===== src/rtl/corefifo_gray_codec_pipe.sv =====
// Pipelined Gray/binary pointer converter with elastic valid/ready stages.
// Also monitors successive Gray inputs for steps that change more than one bit.
module corefifo_gray_codec_pipe #(
  parameter int ADDRWIDTH = 3,
  parameter int STAGES    = 2,
  parameter int CHECK_EN  = 1
) (
  input  logic                 clk,
  input  logic                 rst_n,
  input  logic                 mode,
  input  logic                 in_valid,
  output logic                 in_ready,
  input  logic [ADDRWIDTH:0]   in_data,
  output logic                 out_valid,
  input  logic                 out_ready,
  output logic [ADDRWIDTH:0]   out_data,
  output logic                 step_err,
  output logic [7:0]           err_cnt,
  input  logic                 err_clr
);

  localparam int W   = ADDRWIDTH + 1;
  localparam int GRP = (W + STAGES - 1) / STAGES;

  // Resolves the Gray bits of group k; bits above the group are already binary.
  function automatic logic [W-1:0] resolve_group(input logic [W-1:0] d, input int k);
    logic [W-1:0] r;
    r = d;
    for (int i = W - 2; i >= 0; i--) begin
      if ((W - 1 - i) / GRP == k) r[i] = r[i+1] ^ r[i];
    end
    return r;
  endfunction

  logic [W-1:0]      st_data  [STAGES];
  logic [STAGES-1:0] st_v;
  logic [STAGES-1:0] st_mode;
  logic [STAGES-1:0] st_err;

  logic [W-1:0]      src_data [STAGES];
  logic [STAGES-1:0] src_v;
  logic [STAGES-1:0] src_mode;
  logic [STAGES-1:0] src_err;
  logic [STAGES-1:0] ld;
  logic              ld_chain;

  logic [W-1:0]      prev_gray;
  logic              prev_vld;
  logic [W-1:0]      gray_diff;
  logic              multi_bit;
  logic              step_err_in;
  logic              accept;
  logic              err_xfer;

  // A stage may load if it is empty or the stage after it is taking its beat.
  always_comb begin
    ld       = '0;
    ld_chain = out_ready;
    for (int k = STAGES - 1; k >= 0; k--) begin
      ld[k]    = ~st_v[k] | ld_chain;
      ld_chain = ld[k];
    end
  end

  assign in_ready = ld[0];
  assign accept   = in_valid & in_ready;

  assign gray_diff   = in_data ^ prev_gray;
  assign multi_bit   = |(gray_diff & (gray_diff - 1'b1));
  assign step_err_in = (CHECK_EN != 0) & ~mode & prev_vld & multi_bit;

  always_comb begin
    src_v       = '0;
    src_mode    = '0;
    src_err     = '0;
    src_data[0] = mode ? (in_data ^ (in_data >> 1)) : in_data;
    src_v[0]    = in_valid;
    src_mode[0] = mode;
    src_err[0]  = step_err_in;
    for (int k = 1; k < STAGES; k++) begin
      src_data[k] = st_data[k-1];
      src_v[k]    = st_v[k-1];
      src_mode[k] = st_mode[k-1];
      src_err[k]  = st_err[k-1];
    end
  end

  always_ff @(posedge clk or negedge rst_n) begin
    if (!rst_n) begin
      st_v    <= '0;
      st_mode <= '0;
      st_err  <= '0;
      for (int k = 0; k < STAGES; k++) st_data[k] <= '0;
    end else begin
      for (int k = 0; k < STAGES; k++) begin
        if (ld[k]) st_v[k] <= src_v[k];
        if (ld[k] & src_v[k]) begin
          st_mode[k] <= src_mode[k];
          st_err[k]  <= src_err[k];
          st_data[k] <= src_mode[k] ? src_data[k] : resolve_group(src_data[k], k);
        end
      end
    end
  end

  // Only Gray-mode beats update the step history.
  always_ff @(posedge clk or negedge rst_n) begin
    if (!rst_n) begin
      prev_gray <= '0;
      prev_vld  <= 1'b0;
    end else if (accept & ~mode) begin
      prev_gray <= in_data;
      prev_vld  <= 1'b1;
    end
  end

  assign out_valid = st_v[STAGES-1];
  assign out_data  = st_data[STAGES-1];
  assign step_err  = st_err[STAGES-1];
  assign err_xfer  = out_valid & out_ready & step_err;

  always_ff @(posedge clk or negedge rst_n) begin
    if (!rst_n) begin
      err_cnt <= '0;
    end else if (err_clr) begin
      err_cnt <= {7'b0, err_xfer};
    end else if (err_xfer && err_cnt != 8'hFF) begin
      err_cnt <= err_cnt + 8'd1;
    end
  end

endmodule


===== config.mk =====
export PLATFORM = sky130hd
export DESIGN_NAME = corefifo_gray_codec_pipe
export DESIGN_NICKNAME = d
export VERILOG_FILES = /design/src/rtl/corefifo_gray_codec_pipe.sv
export SDC_FILE = /design/constraint.sdc
export NUM_CORES = 1
export LEC_CHECK = 0
export BUFFER_PORTS_ARGS = -buffer_cell sky130_fd_sc_hd__buf_4
export CAP_MARGIN = 20
export CORE_AREA = 5 5 46 63
export DETAILED_ROUTE_END_ITERATION = 12
export DIE_AREA = 0 0 51 68
export GPL_TIMING_DRIVEN = 0
export PLACE_DENSITY = 0.87
export SLEW_MARGIN = 20
export SYNTH_ARGS = -nofsm -noshare
export SYNTH_HDL_FRONTEND = slang
export SYNTH_SLANG_ARGS = --single-unit

===== constraint.sdc =====
create_clock -name clk -period 3.2 [get_ports clk]
set_input_delay 0.64 -clock clk [delete_from_list [all_inputs] [get_ports clk]]
set_output_delay 0.64 -clock clk [all_outputs]
set_load 0.005 [all_outputs]

==> impl_metrics.ini <==
[pwr]
p_comb_frac = 0.220
p_sw_mw = 0.196
peakVddDrop_mv = 0.343
pwr-share-clk = 0.221
p_int_mw = 0.541
p_leak_nw = 0.643
sw_frac_of_total = 0.266
seqPwrFrac = 0.559
p_per_area_mw_per_mm2 = 503

[route]
post_drt_via_cell_ratio = 5.81
drt-total-wl_um = 2180
ant_nets = 0
route.detailed.drc = 0
drt_pass1_iterations = 5
routedWlPerCell_um = 13.4
vias = 947
drt_iter0_markers = 12

[timing]
period_minus_slack_ns = 1.78
hold_violations = 0
final.setup.tns_ns = 0
fin_crit_sh = 0.555
relSlewSlack = 0.718
tightestPinTransition_ns = 0.422
finalSetupViolCount = 0
max_freq_mhz = 563
finalMaxSlewViolations = 0
finalClockSkew_ns = 0.00585
rsz0062_at_grt = false
fin_ws_ns = 1.42

[worst_setup_path]
path_delay_family = buffers and inverters
cpPeakStageDelay_ns = 0.20
end_kind = output port
crit_path_frequent_cell = buf_4
critPathSlowestCell = nand3b_1
cp.required_ns = 2.56
worstReg2RegEnd = prev_gray[0]
path_class = primary input to output port
critical_path_arrival_ns = 1.14
critical_path.cell_chain = buf_4, nand3b_1, buf_4
timing.critical_path.buf_inv = 2
cp_max_fo = 4
cp-start-kind = primary input
worstReg2RegStart = st_v[1]
r2r_slack_ns = 1.59
ff2ff_path_depth = 4

[yosys]
synth_flop_cell = dfrtp_1
yosys.area.top_type = dfrtp_1
synthesis.nets = 124
synth-async-reset-ratio = 1.00
synthTopCellsByArea = dfrtp_1, mux2_2, o21ai_0, xnor2_1, xor2_1
synth_edf_count = 0
ys_warn_count = 0
yosysSeqAreaShare = 0.531
syn_area_mm2 = 0.00123
yosysTopAreaCellShare = 0.531
yosys.cell_types.count = 34
syn_area_per_cell_um2 = 10.9
syn_inst = 113
synthTopCellsByCount = dfrtp_1, nand2_1, o21ai_0
synth.most_common_cell = dfrtp_1
yosys_register_bits = 26

[place]
hpwl_um = 1700
dp_slack_ns = 1.26
place_congestion = 0.735
dp.cells = 159
port_buffers = 23
postPlaceCellArea_mm2 = 0.00143

[flow_run]
cap_violations = 0

[cts]
clkTransAtPathRegs_ns = 0.13
cts_buffers = 3
cts_num_sinks = 26
clkLatencyLatePin_ns = 0.32
cts_root_buffer = clkbuf_4
hold_buffers = 0
post_cts_buffers = 0
cts_tree = yes
clockBufferDepth = 2
cts.htree.levels = 1
cts_resized = 0

[final_layout]
area_growth_pct = 19.4
fillerInstances = 199
fin_util = 0.626
seq_area_um2 = 651
fin_area_mm2 = 0.00146
n_antenna_cell = 0
drive_above_1_share = 0.314
multi_input_area_um2 = 568
nNetsFinal = 152
instances_no_fill = 163

[global_routing]
grt.total_usage = 0.138
grt_pass1_vias = 917
grt_pass1_wl_um = 3620
grt_max_degree = 27
grt-ovfl-total = 0
antenna_found_initial = 0

[floorplan]
die_x_um = 51
dieArea_mm2 = 0.00347
ios = 25
start_util = 0.524
rows = 21
die_y_um = 68
core-area_mm2 = 0.00234

[outcome]
status = finished, final reports clean

[worst_hold_path]
hold_path.class = primary input to async pin
==> layer usage <==
metal | routed length [um] | vias to the layer above | part of all wire | GRT usage
met5 | 0 | - | 0 | 0
met1 | 811 | 457 | 0.37 | 0.134
li1 | - | 453 | - | -
met3 | 124 | 8 | 0.057 | 0.0327
met4 | 62 | 0 | 0.028 | 0.0707
met2 | 1180 | 29 | 0.54 | 0.268
==> cell type report <==
cell class,count,share of cell area
sequential,26,0.444
multi-input combinational,85,0.388
buffer,1,0.00256
timing repair buffer,23,0.118
clock buffer,4,0.0248
tap,23,0.0197
inverter,1,0.00256
==> state kept, by name, summed over array words and instances, names as in the netlist <==
register	flops
st_mode	1
out_data	4
err_cnt	8
prev_gray	4
st_err	2
src_data	4
prev_vld	1
st_v	2
==> placed cells by master, fill, tap and decap left out, types with 4 or more instances in the layout <==
master,netlist,layout
buf_4,0,23
dfrtp_1,26,26
xnor2_1,5,5
xor2_1,5,5
a21oi_1,6,6
nor2_1,7,7
nand2_1,10,10
o21ai_0,10,10
nor3_1,4,4
mux2_2,9,9
==> through the flow <==
| step | hold WS, ns | power [mW] |
|---|---|---|
| 4_1_cts | 0.199 | 0.748 |
| 5_1_grt | 0.202 | 0.782 |
| 3_3_place_gp | 0.445 | 0.576 |
| 3_5_place_dp | 0.448 | 0.585 |
| 2_1_floorplan | 0.344 | 0.505 |
| 6_report | 0.189 | 0.737 |
==> worst max path at each step <==
stage | cells past startpoint | endpoint | from
floorplan | 4 | prev_gray[0] | out_ready
global placement | 5 | prev_gray[0] | out_ready
detailed placement | 5 | prev_gray[3] | out_ready
CTS | 3 | in_ready | out_ready
global route | 3 | in_ready | out_ready
finish | 3 | in_ready | out_ready
==> cell families after synthesis <==
group | Yosys count | share of synthesized area
buf+inv | 2 | 0.00612
xor+xnor | 10 | 0.0714
mux | 9 | 0.0827
compound gates | 24 | 0.122
flops | 26 | 0.531
fa+ha+maj | 1 | 0.0102
simple gates | 41 | 0.177
==> worst reg2reg max path, cell delays in order (launching register included) <==
cell and delay, ns:
dfrtp_1 0.44, nand3b_1 0.16, nand2_2 0.15, nor2_1 0.37, mux2_2 0.38
==> power groups by stage <==
| stage | clock network (mW) | registers [mW] | logic [mW] |
|---|---|---|---|
| final | 0.163 | 0.412 | 0.162 |
| after global routing | 0.180 | 0.419 | 0.183 |
| after CTS | 0.170 | 0.413 | 0.166 |
| after detailed placement | 0 | 0.420 | 0.165 |
| after global placement | 0 | 0.417 | 0.160 |
| after floorplan | 0 | 0.415 | 0.0908 |
No activity file was read; power rests on OpenSTA's default activity.
